<file path="config.mk">
export PLATFORM = sky130hd
export DESIGN_NAME = relay_oscillation_identifier
export DESIGN_NICKNAME = d
export VERILOG_FILES = /design/src/rtl/pid_tune_pkg.sv /design/src/rtl/serial_divider.sv /design/src/rtl/relay_oscillation_identifier.sv
export SDC_FILE = /design/constraint.sdc
export NUM_CORES = 1
export LEC_CHECK = 0
export CORE_MARGIN = 1
export CORE_UTILIZATION = 45
export CTS_BUF_LIST = sky130_fd_sc_hd__clkbuf_16
export CTS_CLUSTER_DIAMETER = 30
export DETAILED_ROUTE_END_ITERATION = 10
export PLACE_DENSITY = 0.66
export SLEW_MARGIN = 15
export SYNTH_ARGS = -nofsm -noshare
export SYNTH_HDL_FRONTEND = slang
export SYNTH_SLANG_ARGS = --single-unit
export TNS_END_PERCENT = 1
</file>
<file path="constraint.sdc">
create_clock -name clk -period 4.05 [get_ports clk]
set_clock_uncertainty 0.2 [all_clocks]
set_input_delay 0.405 -clock clk [delete_from_list [all_inputs] [get_ports clk]]
set_output_delay 0.405 -clock clk [all_outputs]
set_load 0.005 [all_outputs]
</file>
<file path="src/rtl/pid_tune_pkg.sv">
// Shared definitions for the PID auto-tuning path: identifier state encoding
// and the Q8.8 gain format handed to the Z-N gain tuner.
package pid_tune_pkg;

  typedef enum logic [2:0] {
    ST_IDLE,
    ST_SETTLE,
    ST_MEASURE,
    ST_DIVIDE,
    ST_DONE,
    ST_FAIL
  } tune_state_t;

  // 4*256/pi, so that Ku = (d * KU_SCALE_Q8) / a lands directly in Q8.8
  localparam int KU_SCALE_Q8 = 326;

  localparam int GAIN_W    = 16;
  localparam int GAIN_FRAC = 8;

  typedef logic [GAIN_W-1:0] gain_q8_t;

endpackage

</file>
<file path="src/rtl/serial_divider.sv">
// Unsigned 32/16 restoring divider: one quotient bit per clock, 32 clocks from
// start to done, quotient saturated to 16 bits (divide-by-zero also saturates).
module serial_divider (
  input  logic        clk,
  input  logic        reset,
  input  logic        start,
  input  logic [31:0] dividend,
  input  logic [15:0] divisor,
  output logic [15:0] quotient,
  output logic        done
);

  logic        busy;
  logic [4:0]  cnt;
  logic [31:0] num;
  logic [15:0] rem;
  logic [15:0] den;
  logic [16:0] trial;
  logic        take;
  logic [15:0] rem_next;
  logic [31:0] num_next;

  function automatic logic [15:0] sat_q16(input logic [31:0] q, input logic [15:0] d);
    if (d == '0 || q[31:16] != '0) return 16'hFFFF;
    return q[15:0];
  endfunction

  always_comb begin
    trial    = {rem, num[31]};
    take     = (trial >= {1'b0, den});
    rem_next = take ? 16'(trial - {1'b0, den}) : trial[15:0];
    num_next = {num[30:0], take};
  end

  always_ff @(posedge clk) begin
    if (reset) begin
      busy <= 1'b0;
      cnt  <= '0;
      done <= 1'b0;
    end else begin
      done <= 1'b0;
      if (start) begin
        busy <= 1'b1;
        cnt  <= '0;
      end else if (busy) begin
        cnt <= cnt + 5'd1;
        if (cnt == 5'd31) begin
          busy <= 1'b0;
          done <= 1'b1;
        end
      end
    end
  end

  // Dividend register doubles as the quotient shift register
  always_ff @(posedge clk) begin
    if (start) begin
      num <= dividend;
      rem <= '0;
      den <= divisor;
    end else if (busy) begin
      num <= num_next;
      rem <= rem_next;
      if (cnt == 5'd31) quotient <= sat_q16(num_next, den);
    end
  end

endmodule

</file>
<file path="src/rtl/relay_oscillation_identifier.sv">
// Relay-feedback limit-cycle exciter: drives a hysteretic +/-d relay, measures
// the ultimate period Tu and amplitude, then derives Ku = 4d/(pi*a) in Q8.8.
module relay_oscillation_identifier
  import pid_tune_pkg::*;
#(
  parameter int ERROR_WIDTH     = 16,
  parameter int CMD_WIDTH       = 16,
  parameter int RELAY_AMP       = 4096,
  parameter int HYST            = 64,
  parameter int SETTLE_SWITCHES = 4,
  parameter int MEASURE_PERIODS = 4,
  parameter int TIMEOUT         = 24_000_000
) (
  input  logic                          clk,
  input  logic                          reset,
  input  logic                          sample_en,
  input  logic signed [ERROR_WIDTH-1:0] error,
  input  logic                          start,
  output logic signed [CMD_WIDTH-1:0]   relay_cmd,
  output logic                          relay_active,
  output logic                          busy,
  output gain_q8_t                      ku_est,
  output logic [31:0]                   tu_est,
  output logic                          ident_done,
  output logic                          ident_fail
);

  localparam int SW_W   = $clog2(SETTLE_SWITCHES + 2 * MEASURE_PERIODS + 1);
  localparam int MP_SH  = $clog2(MEASURE_PERIODS);
  localparam logic [SW_W-1:0] SETTLE_LAST = SW_W'(SETTLE_SWITCHES - 1);
  localparam logic [SW_W-1:0] WIN_LAST    = SW_W'(2 * MEASURE_PERIODS - 1);
  localparam logic [31:0] TIMEOUT_C = 32'(TIMEOUT);
  localparam logic [31:0] DIVIDEND  = 32'(RELAY_AMP * KU_SCALE_Q8);
  localparam logic signed [CMD_WIDTH-1:0]   AMP_POS  = CMD_WIDTH'(RELAY_AMP);
  localparam logic signed [ERROR_WIDTH-1:0] HYST_POS = ERROR_WIDTH'(HYST);
  localparam logic signed [ERROR_WIDTH-1:0] HYST_NEG = ERROR_WIDTH'(-HYST);

  tune_state_t state, state_next;

  logic [SW_W-1:0]               sw_cnt;
  logic [31:0]                   tmo_cnt;
  logic [31:0]                   win_cnt;
  logic signed [ERROR_WIDTH-1:0] err_max, err_min;
  logic [ERROR_WIDTH:0]          span;
  logic [ERROR_WIDTH-1:0]        amp;
  logic in_run, start_ok, relay_sw, tmo_hit, win_open, win_end, win_track;
  logic div_done;
  logic [15:0] div_q;

  function automatic logic [31:0] sat_inc32(input logic [31:0] v);
    return (v == '1) ? v : v + 32'd1;
  endfunction

  assign in_run    = (state == ST_SETTLE) || (state == ST_MEASURE);
  assign start_ok  = start && ((state == ST_IDLE) || (state == ST_DONE) || (state == ST_FAIL));
  assign relay_sw  = sample_en &&
                     ((!relay_cmd[CMD_WIDTH-1] && relay_cmd != '0 && error < HYST_NEG) ||
                      (relay_cmd[CMD_WIDTH-1] && error > HYST_POS));
  assign tmo_hit   = in_run && sample_en && ((tmo_cnt + 32'd1) >= TIMEOUT_C);
  assign win_open  = (state == ST_SETTLE) && relay_sw && !tmo_hit && (sw_cnt == SETTLE_LAST);
  assign win_end   = (state == ST_MEASURE) && relay_sw && !tmo_hit && (sw_cnt == WIN_LAST);
  assign win_track = (state == ST_MEASURE) && sample_en && !tmo_hit && !win_end;
  assign busy      = (state == ST_SETTLE) || (state == ST_MEASURE) || (state == ST_DIVIDE);

  // Peak-to-peak is widened by one bit so max-min of full-scale samples cannot wrap
  assign span = {err_max[ERROR_WIDTH-1], err_max} - {err_min[ERROR_WIDTH-1], err_min};
  assign amp  = ERROR_WIDTH'(span >> 1);

  always_ff @(posedge clk) begin
    if (reset) state <= ST_IDLE;
    else       state <= state_next;
  end

  always_comb begin
    state_next = state;
    case (state)
      ST_IDLE, ST_DONE, ST_FAIL: if (start) state_next = ST_SETTLE;
      ST_SETTLE:  if (tmo_hit) state_next = ST_FAIL; else if (win_open) state_next = ST_MEASURE;
      ST_MEASURE: if (tmo_hit) state_next = ST_FAIL; else if (win_end) state_next = ST_DIVIDE;
      ST_DIVIDE:  if (div_done) state_next = ST_DONE;
      default:    state_next = ST_IDLE;
    endcase
  end

  always_ff @(posedge clk) begin
    if (reset) begin
      relay_cmd    <= '0;
      relay_active <= 1'b0;
      ku_est       <= '0;
      tu_est       <= '0;
      ident_done   <= 1'b0;
      ident_fail   <= 1'b0;
      sw_cnt       <= '0;
      tmo_cnt      <= '0;
      win_cnt      <= '0;
    end else begin
      if (start_ok) begin
        relay_cmd    <= AMP_POS;
        relay_active <= 1'b1;
      end else if (tmo_hit || win_end) begin
        relay_cmd    <= '0;
        relay_active <= 1'b0;
      end else if (in_run && relay_sw) begin
        relay_cmd <= -relay_cmd;
      end

      if (start_ok)                     tmo_cnt <= '0;
      else if (in_run && sample_en)     tmo_cnt <= sat_inc32(tmo_cnt);

      if (start_ok || win_open)         sw_cnt <= '0;
      else if (in_run && relay_sw && !tmo_hit) sw_cnt <= sw_cnt + SW_W'(1);

      if (start_ok)                     win_cnt <= '0;
      else if (win_open)                win_cnt <= 32'd1;
      else if (win_track)               win_cnt <= sat_inc32(win_cnt);

      if (win_end) tu_est <= win_cnt >> MP_SH;

      if (start_ok) begin
        ident_done <= 1'b0;
        ident_fail <= 1'b0;
      end else if (tmo_hit) begin
        ident_fail <= 1'b1;
      end else if (state == ST_DIVIDE && div_done) begin
        ku_est     <= div_q;
        ident_done <= 1'b1;
      end
    end
  end

  // Window extremes include the opening switch sample, exclude the closing one
  always_ff @(posedge clk) begin
    if (win_open) begin
      err_max <= error;
      err_min <= error;
    end else if (win_track) begin
      if (error > err_max) err_max <= error;
      if (error < err_min) err_min <= error;
    end
  end

  serial_divider u_div (
    .clk      (clk),
    .reset    (reset),
    .start    (win_end),
    .dividend (DIVIDEND),
    .divisor  (16'(amp)),
    .quotient (div_q),
    .done     (div_done)
  );

endmodule

</file>
==> flow_summary.ini, run 1 <==
[flow_run]
max_cap_violations = 0

[yosys]
synthesis.yosys.warnings = 0
post_synth_xor_area_fraction_pct = 6.06
netlist_top_cells_area = dfxtp_1, edfxtp_1, ha_1, nor2_1, xor2_1
synth-adder-area-share_pct = 6.95
synth-compound-area-share_pct = 13.7
synth_ff_type = dfxtp_1
synth-edff-count = 64
synthesis.instances = 1456
synth.lib_cells_used.distinct = 64
synth_largest_area_cell = dfxtp_1
synth_top_family_by_area = simple AND/OR/NAND/NOR gates
yosys.area_share.simple_pct = 21.6
yosysSeqAreaShare_pct = 43.9
synth_top_area_share_pct = 29.1
syn-mean-instance-area_um2 = 8.93
yosys_register_bits = 253
synth-async-reset-ratio_pct = 0
yosys-mux-area-fraction_pct = 3.46
synth_area_um2 = 13000

[sta]
layout_worst_path_cycle_share_pct = 91.7
final.setup.tns_ns = 0
final_hold_violation_count = 0
maxClockFrequency_mhz = 269
setup_repair_after_global_routing_missed_its_margin = no
report.final.slew_viol_count = 0
min_period_ns = 3.71
endpoints_failing_setup = 0
postLayoutSetupSlackWorst_ns = 0.337
max_slew_margin_pct = 34.4
worst-slew-pin-transition_ns = 0.979

[clock_network]
postCtsHoldBufs = 0
tritoncts.num_buffers = 60
worstSkewPairLatency_ns = 0.57
clock_pin_transition_on_the_worst_setup_and_hold_timing_paths_ns = 0.05
clockRootBuffer = clkbuf_16
clockBufferDepth = 3
clock_sink_count = 253
cts.repair_timing.setup_buffer_count = 0
cts_htree_levels = 2
tritoncts_clock_tree = yes
cts_repair_resize_count = 0

[global_routing]
antenna_found_initial = 0
globalRoute.totalOverflow = 0
grt_max_degree = 59
grt_util_all_layers_pct = 20.8
via_count_of_the_first_global_routing_pass = 10600
grt_pass1_wl_um = 50500

[setup_path]
worst_ep_required_time_ns = 4.17
timing.critical_path.fanout_max = 13
critPathCaptureType = register
timing.setup.critical_path_class = reg -> reg
worst_ep_arrival_time_ns = 3.83
rr_worst_depth = 13
timing.critical_path.from_type = register
crit-reg2reg-capture = err_max[2]
rrSetupSlack_ns = 0.34
reg_to_reg_critical_path_startpoint = tmo_cnt[0]

[pwr]
post-layout-total-power_mw = 7.99
power.net_switching_mw = 2.01
netSwitchingFraction_pct = 25.2
pwr_density_cell_nw_per_um2 = 491
power.leakage_nw = 6.20
internal_power_mw = 5.98
pwr-share-clk_pct = 57.3
seqPwrFrac_pct = 34.0
power_frac_comb_pct = 8.8
peakVddDrop_mv = 0.321

[detailed_routing]
num_vias = 10900
avgViaCountPerCell = 5.45
route.detailed.drc = 0
drtAntennaViolNets = 0
drtIter0Drc = 678
post_drt_wl_per_cell_um = 15.2
length_of_the_first_detailed_routing_pass_in_iterations = 5
detail_route.wirelength_um = 30400

[cells_and_area]
final_cell_count_no_fill = 1995
finalNetCount = 1656
antennaDiodeCount = 0
fillers = 2510
syn2layout_area_growth_pct = 25.3
finish.utilization_pct = 58.0
drive_gt1_share_pct = 9.96

[die]
start_util_pct = 46.3
placement_rows = 61
height_of_the_die_um = 172
floorplan.die_area_um2 = 29600
floorplan.die.width_um = 172
core-area_um2 = 28100
boundaryPins = 88

[placed_design]
dpl_worst_slack_ns = 0.177
port_buffers = 83
numPlacedInstances = 1881
place_congestion = 0.830
hpwl_um = 20800

[min_path]
worst_hold_path.endpoint = win_cnt[0]
worst_hold_path.num_cells = 3
worst_hold_path_type = in -> reg
timing.hold.worst.start = reset

[status]
outcome = complete, no violations
## through the flow
step,area (um^2),hold WS (ns)
6_report,16300,0.129
5_1_grt,16300,0.130
4_1_cts,16300,0.106
3_5_place_dp,14300,0.246
3_3_place_gp,14300,0.242
2_1_floorplan,13000,0.246
## final cells by class
type | instances | area [um^2] | area share (%)
clock buffer | 62 | 1550 | 9.52
inverter | 65 | 244 | 1.50
timing repair buffer | 115 | 1100 | 6.77
tap | 378 | 473 | 2.90
multi-input combinational | 1070 | 6760 | 41.5
sequential | 253 | 5710 | 35.0
clock inverter | 52 | 449 | 2.76
## cells in the final DEF, fill, tap and decap left out, types with 7 or more instances in the layout
cell	netlist	layout
xor2_1	60	60
dfxtp_1	189	188
buf_4	5	29
nand2b_1	24	24
inv_1	64	67
clkinv_1	0	7
and4_1	8	8
a31oi_1	7	7
clkinvlp_4	0	9
xnor2_1	30	30
or3_1	16	16
and3_1	20	20
or2_2	7	7
nor2_1	153	153
nor4_1	22	22
a21o_1	17	17
clkbuf_16	0	62
a211o_1	10	10
a211oi_1	15	15
nand3_1	81	81
a21oi_1	98	97
o2111ai_1	9	9
o31ai_1	9	9
nand2_1	123	123
clkinv_2	0	15
and2_1	8	8
o21a_1	7	7
ha_1	69	69
o21ai_1	8	7
mux2i_1	45	45
nor2b_1	17	17
o21ai_0	69	69
nor3_1	33	33
clkdlybuf4s50_1	0	82
nand4_1	44	44
edfxtp_1	64	64
clkinv_4	0	9
## per-layer routing
layer  track usage [%]  vias up  wire [um]
met2              35.9      222      14500
met3              3.82       51       1300
met5                 0        -          0
met4              6.77        0        600
met1              26.2     5148      14000
li1                  -     5449          -
## Yosys cell counts, drive strengths merged, types with 3 or more instances
| cell | number |
|---|---|
| xnor2 | 30 |
| or2 | 7 |
| a211o | 10 |
| nand3 | 82 |
| mux2i | 45 |
| a21o | 17 |
| buf | 20 |
| xor2 | 60 |
| nor2b | 17 |
| nor2 | 156 |
| a31o | 4 |
| or3 | 16 |
| a21oi | 98 |
| a311oi | 5 |
| o31ai | 9 |
| edfxtp | 64 |
| a31oi | 7 |
| nand2 | 123 |
| nor4 | 22 |
| o21ai | 77 |
| and2 | 9 |
| dfxtp | 189 |
| and3 | 20 |
| a41oi | 3 |
| o211ai | 4 |
| o21a | 7 |
| nand4 | 45 |
| nand3b | 4 |
| o2111ai | 9 |
| ha | 69 |
| a211oi | 15 |
| o31a | 3 |
| nand2b | 24 |
| nor3 | 33 |
| or4 | 6 |
| and4 | 8 |
| inv | 65 |
| clkbuf | 51 |
## sequential cells by signal, summed over array words and instances, names as in the netlist, 3 cells and up
register / count
err_max: 16
u_div.cnt: 5
err_min: 16
u_div.quotient: 16
tmo_cnt: 32
sw_cnt: 4
u_div.rem: 16
state: 3
relay_cmd: 14
u_div.num: 32
ku_est: 16
win_cnt: 32
u_div.den: 16
tu_est: 30
## power by group through the flow
stage | Sequential, mW | Clock, mW | Combinational, mW
6_report | 2.71 | 4.58 | 0.700
5_1_grt | 2.72 | 4.79 | 0.779
4_1_cts | 2.71 | 4.66 | 0.702
3_5_place_dp | 2.76 | 0 | 0.697
3_3_place_gp | 2.76 | 0 | 0.687
2_1_floorplan | 2.73 | 0 | 0.511
## worst max path at each step
stage / startpoint / end / slack (ns) / cells after the start
detailed placement: error[1] / win_cnt[31] / 0.18 / 12
global placement: error[1] / win_cnt[16] / 0.29 / 12
CTS: tmo_cnt[3] / u_div.den[1] / 0.34 / 12
global route: tmo_cnt[0] / u_div.den[3] / 0.09 / 11
finish: tmo_cnt[0] / err_max[2] / 0.34 / 13
floorplan: tmo_cnt[0] / u_div.quotient[0] / 0.02 / 12
## cells by family (layout without fill, tap and decap cells)
logic type                 count (synthesis)  count (layout)
other                                      1               4
and+or+nand+nor                          574             574
adders and majority gates                 71              71
xor gates and xnor gates                  90              90
buffers and inverters                    136             294
AOI/OAI and AO/OA                        286             286
DFF                                      253             253
muxes                                     45              45
## worst max-delay path: stages (launching register included)
cell and delay (ns):
dfxtp_1 0.43, ha_1 0.25, nand4_1 0.21, or3_1 0.47
nor4_1 0.33, nor4_1 0.09, o2111ai_1 0.22, buf_4 0.18
nor2_1 0.06, buf_4 0.17, a21oi_2 0.27, nor2_1 0.14
a31o_2 0.28, buf_12 0.16
Power figures use the tool's default switching activity.
==> run 2: changes to the inputs <==
CORE_UTILIZATION = 40   (was 45)
PLACE_DENSITY = default   (was 0.66)
clock period = 3 ns   (was 4.05 ns; I/O delays follow)
==> flow_summary.ini, run 2 (synthesized netlist as in run 1, its figures left out) <==
[die]
placement_rows = 65
core-area_um2 = 31800
boundaryPins = 88
floorplan.die.width_um = 182
floorplan.die_area_um2 = 33200
height_of_the_die_um = 182
start_util_pct = 40.9

[cells_and_area]
antennaDiodeCount = 0
biggestRegsByFlops = tmo_cnt: 32 flops, u_div.num: 32 flops, win_cnt: 32 flops
finalNetCount = 1799
drive_gt1_share_pct = 19.0
syn2layout_area_growth_pct = 37.9
commonest_non_fill_non_tap_cell_in_the_layout = dfxtp_1
commonest_cells_after_routing_fill_and_taps_aside = dfxtp_1, buf_4, nor2_1, nand2_1, a21oi_1

[flow_run]
max_cap_violations = 0

[placed_design]
dpl_worst_slack_ns = -0.568
port_buffers = 83
place_congestion = 0.883
hpwl_um = 23000

[global_routing]
grt_max_degree = 67
grt_pass1_wl_um = 54000
globalRoute.totalOverflow = 0
antenna_found_initial = 0
grt_util_all_layers_pct = 19.5
via_count_of_the_first_global_routing_pass = 10900

[status]
violations = setup timing
outcome = finished, violations left

[pwr]
post-layout-total-power_mw = 11.3
peakVddDrop_mv = 0.503
power.leakage_nw = 7.10
pwr_density_cell_nw_per_um2 = 631

[sta]
worst-slew-pin-transition_ns = 0.656
setup_repair_after_global_routing_missed_its_margin = yes
maxClockFrequency_mhz = 320
endpoints_failing_setup = 109
report.final.slew_viol_count = 0
max_slew_margin_pct = 56.1
final.setup.tns_ns = -7.98
postLayoutSetupSlackWorst_ns = -0.128
layout_worst_path_cycle_share_pct = 104
final_hold_violation_count = 0
min_period_ns = 3.13

[setup_path]
timing.setup.critical_path_class = reg -> reg
crit-reg2reg-capture = err_min[3]
reg_to_reg_critical_path_startpoint = tmo_cnt[1]
worst_ep_arrival_time_ns = 3.20
timing.critical_path.fanout_max = 10
timing.critical_path.from_type = register
rr_worst_depth = 12
critPathCaptureType = register
worst_ep_required_time_ns = 3.07
worstSetupEndpoint = err_min[3]
worstSetupStartpoint = tmo_cnt[1]
rrSetupSlack_ns = -0.13

[clock_network]
clock_pin_transition_on_the_worst_setup_and_hold_timing_paths_ns = 0.04
tritoncts.num_buffers = 58
clockRootBuffer = clkbuf_16
cts_htree_levels = 2
tritoncts_clock_tree = yes
clockBufferDepth = 3
worstSkewPairLatency_ns = 0.57
clock_sink_count = 253

[detailed_routing]
avgViaCountPerCell = 5.15
detail_route.wirelength_um = 32200
route.detailed.drc = 0
num_vias = 11300
post_drt_wl_per_cell_um = 14.7
length_of_the_first_detailed_routing_pass_in_iterations = 7
drtIter0Drc = 691
drtAntennaViolNets = 0

[min_path]
worst_hold_path_type = in -> reg
-- run 2: cell types whose count changed in the layout (fill, tap and decap cells not counted), moves of 5 or more --
cell,before,now
a211oi_1,15,10
dfxtp_2,1,10
dfxtp_1,188,177
clkinv_2,15,5
bufinv_16,4,11
buf_12,3,12
buf_6,0,8
a211oi_2,0,5
buf_4,29,154
inv_6,2,8
-- run 2: worst min-delay path by stage --
stage                     cells after the start       from         end
after global placement                        2  ku_est[3]   ku_est[3]
after detailed placement                      2  ku_est[8]   ku_est[8]
final                                         2   error[0]  err_min[0]
after CTS                                     2   error[0]  err_min[0]
after floorplan                               0   error[0]  err_max[0]
after global routing                          2   error[0]  err_min[0]
-- run 2: worst max-delay path, stage by stage (launching register included) --
cell	delay [ns]
dfxtp_4	0.35
ha_4	0.16
and4_1	0.30
o2111a_1	0.18
o211a_1	0.22
nor2_1	0.21
o2111ai_2	0.20
nor2_2	0.20
buf_6	0.13
a21oi_4	0.08
nor3_4	0.22
a21o_2	0.23
buf_12	0.14
-- run 2: cell type report --
| type | instances | area (um^2) |
|---|---|---|
| clock buffer | 58 | 1450 |
| clock inverter | 49 | 613 |
| fill | 2749 | 13900 |
| inverter | 65 | 246 |
| multi-input combinational | 1070 | 6980 |
| sequential | 253 | 5730 |
| tap | 435 | 544 |
| timing repair buffer | 260 | 2370 |
-- run 2: timing repair --
item | in CTS | in global routing
endpoints found under the hold margin | 3 | 0
pin swaps | 23 | 12
setup endpoints to repair | 193 | 201
setup buffers | 4 | 2
cloned | 1 | 1
resized for setup | 36 | 17
hold buffers | 1 | 0
-- run 2: per-layer routing --
metal / vias to the layer above / part of all wire, % / GRT usage, %
met3: 52 / 4.5 / 3.25
li1: 5745 / - / -
met1: 5262 / 50 / 27.5
met2: 220 / 44 / 30.8
met4: 0 / 1.8 / 5.55
met5: - / 0 / 0
-- run 2: through the flow --
stage / hold slack [ns] / instance area [um^2] / instances / util [%]
floorplan: 0.199 / 13100 / 1459 / -
global placement: 0.243 / 15600 / 2074 / 49.0
detailed placement: 0.246 / 15600 / 2074 / 49.0
CTS: 0.234 / 17800 / 2187 / 56.0
global route: 0.264 / 17900 / 2190 / 56.4
finish: 0.246 / 17900 / 2190 / 56.4
-- run 2: power breakdown --
group / internal [mW] / switching, mW / total (mW)
Clock: 4.49 / 2.04 / 6.53
Combinational: 0.519 / 0.616 / 1.14
Sequential: 3.58 / 0.0702 / 3.65
Total: 8.59 / 2.73 / 11.3
==> run 3: changes to the inputs <==
--- a/config.mk
+++ b/config.mk
@@ -7,2 +7,3 @@
 export LEC_CHECK = 0
+export CORE_ASPECT_RATIO = 1.2
 export CORE_MARGIN = 1
==> constraint.sdc (replaced) <==
create_clock -name clk -period 3 [get_ports clk]
set_clock_uncertainty 0.2 [all_clocks]
set_input_delay 0.6 -clock clk [delete_from_list [all_inputs] [get_ports clk]]
set_output_delay 0.6 -clock clk [all_outputs]
set_load 0.005 [all_outputs]
==> flow_summary.ini, run 3 (synthesized netlist as in run 1, its figures left out) <==
[status]
outcome = finished, violations left
violations = DRC, setup timing

[pwr]
power.net_switching_mw = 2.57
pwr-share-clk_pct = 54.4
pwr_density_cell_nw_per_um2 = 597
power_frac_comb_pct = 11.0
internal_power_mw = 7.94
netSwitchingFraction_pct = 24.5
power.leakage_nw = 6.94
post-layout-total-power_mw = 10.5
seqPwrFrac_pct = 34.7
peakVddDrop_mv = 0.430

[clock_network]
clockBufferDepth = 3
clockRootBuffer = clkbuf_16
worstSkewPairLatency_ns = 0.56
clock_sink_count = 253
tritoncts.num_buffers = 49
cts_htree_levels = 2
clock_pin_transition_on_the_worst_setup_and_hold_timing_paths_ns = 0.05
tritoncts_clock_tree = yes

[cells_and_area]
finalNetCount = 1793
fillers = 2896
drive_gt1_share_pct = 19.3
antennaDiodeCount = 0
commonest_non_fill_non_tap_cell_in_the_layout = dfxtp_1
commonest_cells_after_routing_fill_and_taps_aside = dfxtp_1, buf_4, nor2_1, nand2_1, a21oi_1
syn2layout_area_growth_pct = 35.5
biggestRegsByFlops = tmo_cnt: 32 flops, u_div.num: 32 flops, win_cnt: 32 flops

[detailed_routing]
length_of_the_first_detailed_routing_pass_in_iterations = 8
avgViaCountPerCell = 5.21
drtIter0Drc = 456
route.detailed.drc = 3
drtAntennaViolNets = 0
num_vias = 11200
detail_route.wirelength_um = 31800
post_drt_wl_per_cell_um = 14.8

[setup_path]
worst_ep_required_time_ns = 3.25
critical_path.n_buffers_inverters = 2
rr_worst_depth = 11
rrSetupSlack_ns = -0.21
path_delay_family = simple AND/OR/NAND/NOR gates
timing.setup.critical_path_class = reg -> reg
timing.critical_path.from_type = register
crit-reg2reg-capture = win_cnt[4]
cpPeakStageDelay_ns = 0.57
crit_path_cell_trace = nand4_1 -> or4_4 -> a211o_1 -> o31a_1 -> or4_4 -> a311oi_4 -> buf_6 -> buf_12 -> nand4_1 -> xor2_1 -> nor2_1
worst_ep_arrival_time_ns = 3.47
timing.critical_path.fanout_max = 6
critPathCaptureType = register
critical_path.slowest_cell = or4_4
reg_to_reg_critical_path_startpoint = tmo_cnt[20]

[placed_design]
port_buffers = 83
place_congestion = 0.857
dpl_worst_slack_ns = -0.865
hpwl_um = 22100

[flow_run]
max_cap_violations = 0

[die]
boundaryPins = 88
floorplan.die_area_um2 = 33200
placement_rows = 71
floorplan.die.width_um = 167
start_util_pct = 41.1
core-area_um2 = 31600
height_of_the_die_um = 200

[sta]
setup_repair_after_global_routing_missed_its_margin = yes
min_period_ns = 3.21
maxClockFrequency_mhz = 311
final_hold_violation_count = 0
postLayoutSetupSlackWorst_ns = -0.213
endpoints_failing_setup = 79
worst-slew-pin-transition_ns = 0.721
max_slew_margin_pct = 51.8
layout_worst_path_cycle_share_pct = 107
report.final.slew_viol_count = 0

[global_routing]
grt_util_all_layers_pct = 19.7
grt_pass1_wl_um = 53800
antenna_found_initial = 0
globalRoute.totalOverflow = 0
grt_max_degree = 67
via_count_of_the_first_global_routing_pass = 11100

[min_path]
worst_hold_path_type = in -> reg
timing.hold.worst.start = error[3]
worst_hold_path.endpoint = err_min[3]
worst_hold_path.num_cells = 2
run 3: cell types whose count changed in the layout (fill, tap and decap cells not counted), moves of 4 or more:
cell and delta:
buf_4 +4, bufinv_16 -4, clkbuf_16 -6, clkdlybuf4s50_1 -4, inv_6 -5, nand3_1 -7
nand3_2 +6
run 3: final cells by class:
class,instances,area [um^2],share of cell area (%)
Sequential cell,253,5730,32.5
Inverter,65,244,1.38
Clock inverter,38,425,2.41
Clock buffer,53,1330,7.53
Multi-Input combinational cell,1070,7000,39.7
Tap cell,401,502,2.85
Timing Repair Buffer,263,2400,13.6
run 3: how the worst max path moves through the flow:
stage,start,to,cells after the start
after floorplan,error[0],win_cnt[16],10
after global placement,error[0],win_cnt[17],12
after detailed placement,error[0],win_cnt[28],12
after CTS,tmo_cnt[7],win_cnt[22],12
after global routing,tmo_cnt[20],win_cnt[4],11
final,tmo_cnt[20],win_cnt[4],11
run 3: power by group through the flow:
stage	Clock, mW	Combinational (mW)	Sequential [mW]
floorplan	0	0.692	3.69
global placement	0	1.09	3.71
detailed placement	0	1.10	3.71
global route	6.00	1.28	3.65
CTS	5.82	1.14	3.64
finish	5.71	1.15	3.65
run 3: per-layer routing:
layer  share of wire, %  global-route usage, %  vias up
met5                  0                      0        -
li1                   -                      -     5702
met2                 48                   33.9      191
met4                2.6                   7.13        0
met1                 46                   24.6     5209
met3                3.7                   3.37       62
run 3: stage by stage:
step	instances	hold slack, ns	TNS [ns]	utilization, %	cell area (um^2)
floorplan	1459	0.246	-21.47	-	13100
global placement	2043	0.245	-70.20	49.1	15500
detailed placement	2043	0.246	-77.00	49.1	15500
CTS	2143	0.221	-14.88	55.3	17500
global route	2143	0.163	-34.10	55.7	17600
finish	2143	0.171	-8.20	55.7	17600
run 3: what timing repair did:
item                                    CTS  global route
resized for setup                        32            42
buffers inserted                          6             1
hold buffers                              0             0
endpoints found under the setup margin  196           204
cloned                                    3             0
pin swaps                                18            22
